===== config.mk =====
export PLATFORM = sky130hd
export DESIGN_NAME = muldiv_unit
export DESIGN_NICKNAME = d
export VERILOG_FILES = /design/src/rtl/muldiv_unit.sv
export SDC_FILE = /design/constraint.sdc
export NUM_CORES = 1
export LEC_CHECK = 0
export CORE_MARGIN = 10
export CORE_UTILIZATION = 35
export CTS_CLUSTER_SIZE = 28
export DETAILED_ROUTE_END_ITERATION = 6
export PLACE_DENSITY = 0.62
export REMOVE_ABC_BUFFERS = 1
export SYNTH_ARGS = -nofsm -noshare
export SYNTH_HDL_FRONTEND = slang
export SYNTH_SLANG_ARGS = --single-unit

===== constraint.sdc =====
create_clock -name clk -period 9.1 [get_ports clk]
set_clock_uncertainty 0.05 [all_clocks]
set_input_delay 0.91 -clock clk [delete_from_list [all_inputs] [get_ports clk]]
set_output_delay 0.91 -clock clk [all_outputs]
set_load 0.05 [all_outputs]

===== src/rtl/muldiv_unit.sv =====
// Iterative RV32M multiply/divide unit: shift-add multiply and restoring divide
// on operand magnitudes, one radix-2 step per cycle, single op in flight.
module muldiv_unit #(
  parameter int XLEN = 32
) (
  input  logic            clk,
  input  logic            rst,
  input  logic            in_valid,
  output logic            in_ready,
  input  logic [2:0]      funct3,
  input  logic [4:0]      rd,
  input  logic [XLEN-1:0] src1,
  input  logic [XLEN-1:0] src2,
  input  logic            kill,
  output logic            out_valid,
  input  logic            out_ready,
  output logic [4:0]      out_rd,
  output logic [XLEN-1:0] out_data
);
  localparam int CW = $clog2(XLEN);

  typedef enum logic [1:0] {IDLE, CALC, DONE} state_t;

  typedef struct packed {
    logic [2:0]      op;
    logic            neg;   // final result needs negation
    logic [XLEN-1:0] b;     // multiplicand / divisor magnitude
  } req_t;

  state_t            state_q, state_d;
  req_t              req_q, req_d;
  logic [CW-1:0]     cnt_q, cnt_d;
  logic [2*XLEN-1:0] acc_q, acc_d;
  logic [4:0]        out_rd_q, out_rd_d;
  logic [XLEN-1:0]   out_data_q, out_data_d;

  logic            accept, last, fast;
  logic            s1, s2, n1, n2;
  logic [XLEN-1:0] a_abs, b_abs, fast_res;
  logic [XLEN:0]   sum, rsh;
  logic [XLEN-1:0] rdiff, dv, dres, mres;
  logic            ge;
  logic [2*XLEN-1:0] mstep, dstep, step, mul_s;

  assign accept = in_valid && !kill && (state_q == IDLE);
  assign last   = (cnt_q == CW'(XLEN-1));

  // Operand preparation at accept
  always_comb begin
    s1 = (funct3 != 3'b011) && (funct3 != 3'b101) && (funct3 != 3'b111);
    s2 = s1 && (funct3 != 3'b010);
    n1 = s1 && src1[XLEN-1];
    n2 = s2 && src2[XLEN-1];
    a_abs = n1 ? -src1 : src1;
    b_abs = n2 ? -src2 : src2;
    fast = 1'b0;
    fast_res = '0;
    if (funct3[2]) begin
      if (src2 == '0) begin
        fast = 1'b1;
        fast_res = funct3[1] ? src1 : '1;
      end else if (!funct3[0] && src1 == {1'b1, {(XLEN-1){1'b0}}} && src2 == '1) begin
        fast = 1'b1;
        fast_res = funct3[1] ? '0 : {1'b1, {(XLEN-1){1'b0}}};
      end
    end
  end

  // One iteration step plus final sign correction
  always_comb begin
    sum   = {1'b0, acc_q[2*XLEN-1:XLEN]} + (acc_q[0] ? {1'b0, req_q.b} : '0);
    mstep = {sum, acc_q[XLEN-1:1]};
    rsh   = acc_q[2*XLEN-1:XLEN-1];
    ge    = (rsh >= {1'b0, req_q.b});
    rdiff = rsh[XLEN-1:0] - req_q.b;
    dstep = {(ge ? rdiff : rsh[XLEN-1:0]), acc_q[XLEN-2:0], ge};
    step  = req_q.op[2] ? dstep : mstep;
    mul_s = req_q.neg ? -step : step;
    mres  = (req_q.op == 3'b000) ? mul_s[XLEN-1:0] : mul_s[2*XLEN-1:XLEN];
    dv    = req_q.op[1] ? step[2*XLEN-1:XLEN] : step[XLEN-1:0];
    dres  = req_q.neg ? -dv : dv;
  end

  always_ff @(posedge clk) begin
    if (!rst) state_q <= IDLE;
    else      state_q <= state_d;
  end

  always_comb begin
    state_d = state_q;
    if (kill) state_d = IDLE;
    else begin
      case (state_q)
        IDLE:    if (in_valid) state_d = fast ? DONE : CALC;
        CALC:    if (last) state_d = DONE;
        DONE:    if (out_ready) state_d = IDLE;
        default: state_d = IDLE;
      endcase
    end
  end

  always_comb begin
    in_ready  = (state_q == IDLE);
    out_valid = (state_q == DONE);
  end

  always_comb begin
    req_d      = req_q;
    cnt_d      = cnt_q;
    acc_d      = acc_q;
    out_rd_d   = out_rd_q;
    out_data_d = out_data_q;
    if (accept) begin
      req_d.op   = funct3;
      req_d.neg  = (funct3[2] && funct3[1]) ? n1 : (n1 ^ n2);
      req_d.b    = b_abs;
      acc_d      = {{XLEN{1'b0}}, a_abs};
      cnt_d      = '0;
      out_rd_d   = rd;
      if (fast) out_data_d = fast_res;
    end else if (state_q == CALC) begin
      acc_d = step;
      cnt_d = cnt_q + 1'b1;
      if (last) out_data_d = req_q.op[2] ? dres : mres;
    end
  end

  always_ff @(posedge clk) begin
    if (!rst) begin
      req_q      <= '0;
      cnt_q      <= '0;
      acc_q      <= '0;
      out_rd_q   <= '0;
      out_data_q <= '0;
    end else begin
      req_q      <= req_d;
      cnt_q      <= cnt_d;
      acc_q      <= acc_d;
      out_rd_q   <= out_rd_d;
      out_data_q <= out_data_d;
    end
  end

  assign out_rd   = out_rd_q;
  assign out_data = out_data_q;
endmodule


==> impl_metrics.json <==
{
  "outcome": "completed",
  "ys_seq_area_share_pct": 17.4,
  "routedWlPerCell_microns": 23.8,
  "worstPathMaxFanout": 23,
  "min_from": "out_rd[4]",
  "cts_resized": 0,
  "drt-vias-per-instance": 6.31,
  "fp.coreArea_sq_um": 46800,
  "ys_ff_latch": 144,
  "clockBufferDepth": 2,
  "drv_cap": 0,
  "hp-class": "register to register",
  "grt_max_degree": 104,
  "syn_avg_cell_area_sq_um": 6.91,
  "startpoint_type": "register",
  "cts.hold.buffers_added": 0,
  "syn_to_final_growth_pct": 13.9,
  "hold_viol": 0,
  "crit_chain": "ha_1, a21oi_1, o21ai_0, a221oi_2, a21bo_2, a31oi_1, buf_4, inv_1, ha_1, o211ai_1, nor4_2, nand3_1, nor2_1, nand3_1, nor4_1, nand3_1, nor4_1, nand2_1, o311ai_0, a41oi_1",
  "drt_first_pass_iters": 6,
  "layout-drive-gt1-share_pct": 6.37,
  "ys_types": 95,
  "io_buffers": 115,
  "n_fill_cell": 4925,
  "antenna_found_initial": 1,
  "finalNonFillerCells": 3040,
  "final.setup.tns_ns": 0,
  "grt_overflow_total": 0,
  "netlist_area_sq_um": 16600,
  "dpl.hpwl_microns": 54600,
  "worst_path_most_repeated_cell": "nand3_1",
  "setup_viol": 0,
  "syn_inst": 2401,
  "place_area_sq_um": 18200,
  "io_pins": 116,
  "drt_iter0_drc": 2265,
  "relSlewSlack_pct": 13.0,
  "tightest_slew_ns": 1.29,
  "p_leak_nw": 6.73,
  "start_util_pct": 35.5,
  "grt_util_all_layers_pct": 24.8,
  "async_flop_share_pct": 0,
  "synth.area.top_cells": "dfxtp_1 (17%), a21oi_1 (6.2%), o21ai_0 (6.0%)",
  "cts_root_buf": "clkbuf_16",
  "drc": 0,
  "post_cts_buffers": 0,
  "worst_slack_ns": 2.24,
  "ys.flop_type": "dfxtp_1",
  "cp_top_family": "simple AND/OR/NAND/NOR gates",
  "rsz0062_at_grt": "no",
  "powerDensity_nw_per_um2": 133,
  "fin_crit_ns": 6.86,
  "cts_tree": "yes",
  "grt_pass1_vias": 18000,
  "die_h_microns": 238,
  "die_w_microns": 238,
  "yosysMostFrequentCell": "nor2_1",
  "worstPathArrival_ns": 7.14,
  "cts_buffers": 17,
  "critPathBufInv": 2,
  "r2r-start": "acc_q[39]",
  "num_vias": 19200,
  "vdd_drop_max_uv": 139,
  "ys_warn_count": 0,
  "dp.cells": 3008,
  "final_area_sq_um": 18900,
  "diodes": 0,
  "die_area_sq_um": 56500,
  "final_max_slew_viol_count": 0,
  "worstSetupEndpointType": "register",
  "crit_slowest_cell": "a21bo_2",
  "fin_nets": 2570,
  "h-tree-depth": 4,
  "clk_pin_slew_ns": 0.07,
  "rows": 79,
  "grt_first_pass_wirelength_microns": 109000,
  "r2r_end": "out_data[26]",
  "crit_path_max_incr_delay_ns": 0.61,
  "synth_edf_count": 0,
  "cp.required_ns": 9.38,
  "gp_congestion": 0.986,
  "synth_top_cell_by_area": "dfxtp_1",
  "hold_path_end": "out_rd[4]",
  "drtAntennaViolNets": 0,
  "cts.sinks": 144,
  "max_freq_mhz": 146,
  "pre_cts_ws_ns": 2.59,
  "r2r_slack_ns": 2.24,
  "synth_top_area_share_pct": 17.4,
  "reg2reg_depth": 20,
  "routed_wl_microns": 72300,
  "path_class": "register to register",
  "min_period_over_period_pct": 75.4,
  "synthTopCellsByCount": "nor2_1 (263), nand2_1 (245), a21oi_1 (205)",
  "min_path_cells": 2,
  "clk_latency_ns": 0.51
}
==> how the worst max path moves through the flow <==
stage                    to  startpoint  slack, ns  depth (start not counted)
3_3_place_gp   out_data[26]   acc_q[39]       2.81                         20
6_report       out_data[26]   acc_q[39]       2.24                         20
3_5_place_dp   out_data[26]   acc_q[39]       2.59                         20
4_1_cts        out_data[26]   acc_q[39]       2.55                         20
2_1_floorplan  out_data[27]        kill      -5.46                          7
5_1_grt        out_data[26]   acc_q[39]       1.80                         20
==> power by group <==
part | total, W | internal, W | leakage (nW) | switching (W)
Combinational | 0.000976 | 0.000338 | 5.24 | 0.000637
Clock | 0.000838 | 0.000507 | 0.314 | 0.000331
Sequential | 0.000697 | 0.000658 | 1.17 | 0.0000395
Total | 0.00251 | 0.00150 | 6.73 | 0.00101
==> worst min-delay path, cell delays in order, from the launching register on <==
cell and delay [ns]:
dfxtp_1 0.31, nand2_1 0.05, a21oi_1 0.05
==> placed cells by master, fill, tap and decap left out, types with 21 or more instances in the layout <==
cell type | netlist | routed
clkdlybuf4s50_1 | 0 | 115
nor2_1 | 263 | 261
nand4_1 | 35 | 35
nand2_1 | 245 | 243
xnor2_1 | 81 | 81
o211ai_1 | 29 | 29
nor3_1 | 78 | 78
a31oi_1 | 35 | 35
o21a_1 | 22 | 22
mux2_2 | 25 | 25
inv_1 | 75 | 74
ha_1 | 71 | 71
xor2_1 | 65 | 65
a21oi_1 | 205 | 205
o21ai_0 | 198 | 198
nand3_1 | 53 | 53
buf_4 | 2 | 41
o31ai_1 | 32 | 32
nor4_1 | 30 | 29
and2_1 | 49 | 49
mux2i_1 | 52 | 52
dfxtp_1 | 144 | 141
a211oi_1 | 99 | 99
or3_1 | 30 | 30
and3_1 | 25 | 25
a21o_1 | 21 | 21
==> routing by layer <==
layer | track usage (%) | wire length (microns)
met1 | 30.8 | 30300
met2 | 40.7 | 33700
met3 | 4.14 | 4860
met4 | 12.5 | 3450
met5 | 0 | 13
==> kinds of logic (layout without fill, tap and decap cells) <==
family                     after synthesis  count (layout)  share of synthesized area, %
xor gates and xnor gates               146             146                          7.71
adders and majority gates               73              73                          5.60
AOI/OAI and AO/OA                      826             826                          32.7
buffers and inverters                  234             266                          5.51
and+or+nand+nor                        901             901                          26.3
muxes                                   77              77                          4.83
DFF                                    144             144                          17.4
==> state kept, by name, summed over array words and instances (netlist names) <==
name,flops
req_q,36
out_rd,5
acc_q,64
cnt_q,5
state_q,2
out_data,32
==> per-stage QoR <==
stage,total power [W],util (%),hold slack [ns]
floorplan,0.00132,-,0.390
global placement,0.00165,39.0,0.392
detailed placement,0.00166,39.0,0.402
CTS,0.00250,40.4,0.410
global route,0.00262,40.4,0.425
finish,0.00251,40.4,0.405
==> cell type report <==
| type | instances | area [sq um] | share of cell area (%) |
|---|---|---|---|
| Clock buffer | 23 | 478 | 2.53 |
| Sequential cell | 144 | 2890 | 15.3 |
| Timing Repair Buffer | 157 | 1480 | 7.82 |
| Clock inverter | 9 | 179 | 0.947 |
| Multi-Input combinational cell | 2023 | 12800 | 67.9 |
| Tap cell | 607 | 759 | 4.02 |
| Inverter | 77 | 289 | 1.53 |
(Power assumes the default switching activity.)
